===== src/rtl/er_cde_generator.sv =====
// Stack/memory fault detector: validates LOAD/STORE/PUSH/POP/CALL/RET requests against the
// stack window and tracked depth, latches the first fault as an error code and halts the core.
module er_cde_generator #(
  parameter int unsigned         ADDR_W      = 8,
  parameter logic [ADDR_W-1:0]   STACK_BASE  = 8'hF0,
  parameter int unsigned         STACK_DEPTH = 16,
  parameter int unsigned         DEPTH_W     = 5
) (
  input  logic               clk,
  input  logic               rst_n,
  input  logic               op_valid,
  input  logic [2:0]         op_code,
  input  logic [ADDR_W-1:0]  mem_addr,
  input  logic               err_clr,
  output logic               op_grant,
  output logic [7:0]         ER_CDE,
  output logic               halt,
  output logic [DEPTH_W-1:0] sp_depth,
  output logic [ADDR_W-1:0]  fault_addr,
  output logic [3:0]         fault_cnt
);

  typedef enum logic [0:0] {StRun, StFault} state_e;

  localparam logic [2:0] OpLoad  = 3'd1;
  localparam logic [2:0] OpStore = 3'd2;
  localparam logic [2:0] OpPush  = 3'd3;
  localparam logic [2:0] OpPop   = 3'd4;
  localparam logic [2:0] OpCall  = 3'd5;
  localparam logic [2:0] OpRet   = 3'd6;

  // Window bounds held one bit wider so STACK_BASE+STACK_DEPTH-1 cannot wrap.
  localparam logic [ADDR_W:0]    StackLo   = {1'b0, STACK_BASE};
  localparam logic [ADDR_W:0]    StackHi   = StackLo + (ADDR_W+1)'(STACK_DEPTH - 1);
  localparam logic [DEPTH_W-1:0] DepthFull = DEPTH_W'(STACK_DEPTH);

  state_e             state_q, state_d;
  logic               grant_q, grant_d;
  logic [7:0]         code_q, code_d;
  logic               halt_q, halt_d;
  logic [DEPTH_W-1:0] depth_q, depth_d;
  logic [ADDR_W-1:0]  faddr_q, faddr_d;
  logic [3:0]         fcnt_q, fcnt_d;

  logic       in_stack, full, empty;
  logic [7:0] err_code;

  assign in_stack = ({1'b0, mem_addr} >= StackLo) && ({1'b0, mem_addr} <= StackHi);
  assign full     = (depth_q == DepthFull);
  assign empty    = (depth_q == '0);

  always_comb begin
    err_code = 8'h00;
    case (op_code)
      OpLoad:  if (in_stack) err_code = 8'h01;
      OpStore: if (in_stack) err_code = 8'h02;
      OpPush:  if (full)     err_code = 8'h03;
      OpPop:   if (empty)    err_code = 8'h04;
      OpRet:   if (empty)    err_code = 8'h05;
      OpCall:  if (full)     err_code = 8'h06;
      default: err_code = 8'h00;
    endcase
  end

  always_ff @(posedge clk or negedge rst_n) begin
    if (!rst_n) begin
      state_q <= StRun;
      grant_q <= 1'b0;
      code_q  <= 8'h00;
      halt_q  <= 1'b0;
      depth_q <= '0;
      faddr_q <= '0;
      fcnt_q  <= 4'd0;
    end else begin
      state_q <= state_d;
      grant_q <= grant_d;
      code_q  <= code_d;
      halt_q  <= halt_d;
      depth_q <= depth_d;
      faddr_q <= faddr_d;
      fcnt_q  <= fcnt_d;
    end
  end

  always_comb begin
    state_d = state_q;
    grant_d = 1'b0;
    code_d  = code_q;
    halt_d  = halt_q;
    depth_d = depth_q;
    faddr_d = faddr_q;
    fcnt_d  = fcnt_q;
    unique case (state_q)
      StRun: begin
        if (op_valid) begin
          if (err_code != 8'h00) begin
            state_d = StFault;
            code_d  = err_code;
            halt_d  = 1'b1;
            faddr_d = (op_code == OpLoad || op_code == OpStore) ? mem_addr : '0;
            if (fcnt_q != 4'd15) fcnt_d = fcnt_q + 4'd1;
          end else if (op_code != 3'd0 && op_code != 3'd7) begin
            grant_d = 1'b1;
            if (op_code == OpPush || op_code == OpCall) depth_d = depth_q + DEPTH_W'(1);
            if (op_code == OpPop  || op_code == OpRet)  depth_d = depth_q - DEPTH_W'(1);
          end
        end
      end
      StFault: begin
        // Any request arriving alongside the clear is dropped.
        if (err_clr) begin
          state_d = StRun;
          code_d  = 8'h00;
          halt_d  = 1'b0;
          faddr_d = '0;
        end
      end
      default: state_d = StRun;
    endcase
  end

  always_comb begin
    op_grant   = grant_q;
    ER_CDE     = code_q;
    halt       = halt_q;
    sp_depth   = depth_q;
    fault_addr = faddr_q;
    fault_cnt  = fcnt_q;
  end

endmodule


===== config.mk =====
export PLATFORM = sky130hd
export DESIGN_NAME = er_cde_generator
export DESIGN_NICKNAME = d
export VERILOG_FILES = /design/src/rtl/er_cde_generator.sv
export SDC_FILE = /design/constraint.sdc
export NUM_CORES = 1
export LEC_CHECK = 0
export ABC_AREA = 1
export BUFFER_PORTS_ARGS = -buffer_cell sky130_fd_sc_hd__buf_2
export CORE_MARGIN = 1.5
export CORE_UTILIZATION = 45
export CTS_CLUSTER_SIZE = 8
export DETAILED_ROUTE_END_ITERATION = 6
export GPL_TIMING_DRIVEN = 0
export PLACE_DENSITY = 0.71
export SLEW_MARGIN = 20
export SYNTH_ARGS = -nofsm -noshare
export SYNTH_HDL_FRONTEND = slang
export SYNTH_SLANG_ARGS = --single-unit

===== constraint.sdc =====
create_clock -name clk -period 2.7 [get_ports clk]
set_clock_uncertainty 0.05 [all_clocks]
set_input_delay 0.135 -clock clk [delete_from_list [all_inputs] [get_ports clk]]
set_output_delay 0.135 -clock clk [all_outputs]
set_load 0.005 [all_outputs]

* Word-level counts from Yosys, hierarchy flattened
Index checks and enable logic that the tools add are counted.
Storage, ports and cells: register bits 28, input port bits 15, output and inout bits 27
Operators by class: bitwise logic cells 2, eq/ne operators 12, reductions and logical operators 11, mux-type cells 29, order comparisons 1, add/sub/neg operators 3
Operators with widths (number):
- 2-to-1 mux 8 bit | 6
- one-hot mux 8 bit (6 select lines) | 1
- one-hot mux 8 bit (2 select lines) | 2
- 2-to-1 mux 1 bit | 11
- 2-to-1 mux 5 bit | 2
- == test 3 bit (second input constant) | 3
- 2-to-1 mux 3 bit | 3
- greater-or-equal comparator 8 bit (second input constant) | 1
- nonzero test 8 bit | 1
- == test 3 x 2 -> 1 bit (second input constant) | 2
- inequality test 2 bit (second input constant) | 3
- adder 5 x 1 -> 5 bit (second input constant) | 1
- == test 5 bit (second input constant) | 1
- logical NOT 5 bit | 1
- AND reduction 5 bit | 1
- subtractor 5 x 1 -> 5 bit (second input constant) | 1
- adder 4 x 1 -> 4 bit (second input constant) | 1
- 2-to-1 mux 2 bit | 2
- inequality test 4 bit (second input constant) | 1
- one-hot mux 1 bit (2 select lines) | 2
- AND reduction 4 bit | 1
- == test 3 x 1 -> 1 bit (second input constant) | 1
- logical OR 1 bit | 3
- inequality test 3 bit (second input constant) | 1
- 5 further kinds | 6

* Logic depth before layout (Yosys ltp)
word-level depth 7, mapped depth 12, depth with buffers taken out 11

* Worst setup path after synthesis
OpenSTA, ideal clock, no wires.
kind register to register, from reg depth_q[0], in the netlist sp_depth[0], to reg depth_q[4], in the netlist sp_depth[4], buffers on the path 0, cell stages (with the launch flop) 8, period minus slack after synthesis 1.576 ns, data arrival time 1.408 ns, setup time 0.118 ns, slack 1.124 ns, required time 2.532 ns, path through dfrtp_1 -> fa_1 -> a21oi_1 -> nor2_1 -> o21ai_0 -> nand2_1 -> nand4_1 -> nand2_1
On the way: longest elaborated chain between the ends 6, elaborated cells on any way between the ends 14, classes of those cells 2 x add/sub; 1 x eq/ne; 7 x mux; 1 x bitwise; 3 x reduce/logical
Ends and longest elaborated chain:
- start: declaration | line 41 | logic [DEPTH_W-1:0] depth_q, depth_d;
- start signal: assignment | line 79 | depth_q <= depth_d;
- == test 5 bit / logical NOT 5 bit (equally long branches) | line 49, 50
- 2-to-1 mux 2 bit (tied with other cells) | line 57 | OpPush: if (full) err_code = 8'h03;
- one-hot mux 8 bit (6 select lines) | line 54 | case (op_code)
- nonzero test 8 bit | line 96 | if (err_code != 8'h00) begin
- NOT 1 bit (no line)
- AND reduction 5 bit (no line)
Parallel ways exist; a longest one is shown, timed or not. The select of a mux whose other input is x is not followed. A chain may end at the register's enable or synchronous reset.

* Final worst setup path
from reg depth_q[1], in the netlist sp_depth[1], to reg faddr_q[3], in the netlist fault_addr[3]
On the way: longest elaborated chain between the ends 6, elaborated cells on any way between the ends 10, classes of those cells 2 x eq/ne; 5 x mux; 3 x reduce/logical
Ends and longest elaborated chain:
- == test 5 bit / logical NOT 5 bit (equally long branches) | line 49, 50
- 2-to-1 mux 2 bit (tied with other cells) | line 57
- one-hot mux 8 bit (6 select lines) (*) | line 54
- nonzero test 8 bit (*) | line 96
- inequality test 2 bit (no line) (*)
- AND reduction 3 bit (no line) (*)
- end signal: assignment | line 80 | faddr_q <= faddr_d;
- end: declaration | line 42 | logic [ADDR_W-1:0] faddr_q, faddr_d;
Mark *: on every way between the ends. The rest lies on a longest branch, timed or not.

==> metrics <==
gr usage total=18.4%; initial antenna violation count=0; most frequent cells in the layout=nand2_1 (49), buf_2 (38), dfrtp_1 (23), nand3_1 (21), nand4_1 (14); GRT overflow=0; I/O Pins=42; RSZ-0062 raised after global routing=no; Routed Antenna Nets=0; # fillers=roughly 300; CP Data Required Time=2860 ps; R2R setup slack=950 ps; synth unique cells=28; power share of the clock group=11.6%; routability congestion estimate from global placement=0.871; max-slew violations=0; status=completed; Post-Layout Cell Count=255; clock slew at reported path FFs=130 ps; Inserted Clock Buffers=3; Leak Pwr=0.000990 µW; ratio of cells with drive above 1 in the final layout=29.7%; register area share after synthesis=40.9%; most common cell after layout, fill and taps aside=nand2_1; syn avg cell area=8.00 µm²; P per Cell Area=803 nW/µm²; wire length per cell=11.2 µm; CTS tree=built; DIE HEIGHT=58.9 µm; Sum Neg Setup Slack=0 ps; area of the multi-input gates=about 720 µm²; dpl cell area=1640 µm²; CTS root buf=clkbuf_4; Hold Vio Cnt, Final=0; type of the worst min-delay path=in2reg; clock latency on the worst-skew pair=~310 ps; fin nets=243; Vias per Instance=4.86; max-cap viol count=0; Crit. End Element=register; first-pass GRT wire length=4920 µm; Ant. Diodes=0; Switch Pwr=around 560 µW; largest net degree at the start of global routing=24; Synth Instances=176; post-layout min period=between 1500 and 2000 ps; startpoint types=register; DR vias=1,239; cell-internal power=803 µW; Die X=58.9 µm; core box area=around 3000 µm²; sw frac=40.9%; YS warnings=0; DR pass1 iterations=5; Final setup violation count=0; Synth Register Bits=23; Reg power frac=43.6%; clk buf depth=2; DRC=0; Storage cell area=576 µm²; design area=1690 µm²; crit path DAT=1900 ps; Combinational Power Share=44.8%; Worst-Margin Slew=510 ps; worst-path maximum fanout=10; Power Total=1360 µW; # clock sinks=23; num rows=20; Highest Clock Rate=572 MHz; H-tree depth=1; IO buf count=36; Post-CTS Resized=0; Tcrit/Tclk final=64.8%; WS Path Type=reg2reg; Placed Cells=249; Max VDD drop=365 µV; slew margin rel.=between 60 and 70%; P&R area growth vs syn=20.2%; HPWL Detailed=about 2300 µm; Cell Area, Synth=around 1400 µm²; Detailed Route Iter0 Violations=39; vias in the first global route=1,116; full die area=about 3500 µm²; Initial Util=46.9%; total wire length=2860 µm
## cell type report
class / count / area share, %
timing repair buffer: 38 / 11.8
inverter: 13 / 2.88
sequential: 23 / 34.0
multi-input combinational: 134 / 42.8
clock buffer: 3 / 1.33
clock inverter: 1 / 0.296
tap: 33 / 2.44
buffer: 10 / 4.36
## registers in the layout, indices dropped and copies added (netlist names)
signal and flops:
state_q 1, ER_CDE 3, sp_depth 5, halt 1, op_grant 1, fault_addr 8
fault_cnt 4
## timing repair
item / CTS / global route
setup buffers: 0 / 0
hold buffers: 2 / 0
endpoints found under the hold margin: 24 / 0
## metrics by stage
step,hold WS (ps),utilization [%],setup WS (ps)
final,13.4,56.3,951
after global routing,15.9,56.3,748
after global placement,79.2,54.8,997
after CTS,6.53,56.3,952
after detailed placement,85.9,54.8,974
after floorplan,-211,-,1120
## power by group through the flow
stage                     sequential [µW]  clock, µW  combinational [µW]
after detailed placement              601          0                 615
after floorplan                       599          0                 380
after global routing                  614        180                 708
after global placement                597          0                 591
final                                 591        158                 609
after CTS                             593        165                 618
## cell families after synthesis
| family | Yosys count | synth area share (%) |
|---|---|---|
| XOR/XNOR | 5 | 3.11 |
| AND/OR/NAND/NOR | 112 | 39.6 |
| buffers and inverters | 23 | 8.71 |
| other | 1 | 0.266 |
| adder cells (fa/ha/maj) | 5 | 4.98 |
| flip-flops | 23 | 40.9 |
| AO/OA/AOI/OAI | 7 | 2.49 |
## layer usage
layer,GRT usage [%],part of all wire [%]
met5,0,0
met4,5.84,0.59
met3,2.64,3.1
met2,30.8,49
met1,24.4,47
## synth_stat cells
cell,number,area [µm²]
a21oi_1,2,10.0
buf_2,2,10.0
buf_4,5,37.5
buf_6,2,22.5
clkbuf_1,1,3.75
clkinv_1,1,3.75
conb_1,1,3.75
dfrtp_1,23,576
fa_1,1,20.0
ha_1,4,50.1
inv_1,9,33.8
inv_2,3,11.3
nand2_1,49,184
nand2_2,2,12.5
nand2_4,2,22.5
nand3_1,21,105
nand3_2,2,20.0
nand4_1,14,87.6
nor2_1,12,45.0
nor2_2,4,25.0
nor2_4,2,22.5
nor2b_1,1,6.26
nor3_2,2,20.0
o21ai_0,4,20.0
o21ai_1,1,5.00
or2_1,1,6.26
xnor2_1,1,8.76
xor2_1,4,35.0
## worst paths after layout
check,startpoint,cells after the start,end
min in group asynchronous,rst_n,2,ER_CDE[0]
max reg2reg,sp_depth[1],11,fault_addr[3]
min,mem_addr[1],3,fault_addr[1]
min reg2reg,halt,2,halt
max in group asynchronous,rst_n,2,fault_cnt[1]
max,sp_depth[1],11,fault_addr[3]
## worst max-delay path, stage by stage (launching register included)
cell	delay, ps
dfrtp_1	470
nor2_1	210
nand2_1	130
nor2_1	150
nand2_1	80
nand2_2	80
nor2_2	50
nand2_4	80
nand2_4	60
buf_6	140
nand3_1	80
nand2_1	50
Power figures use the tool's default switching activity.
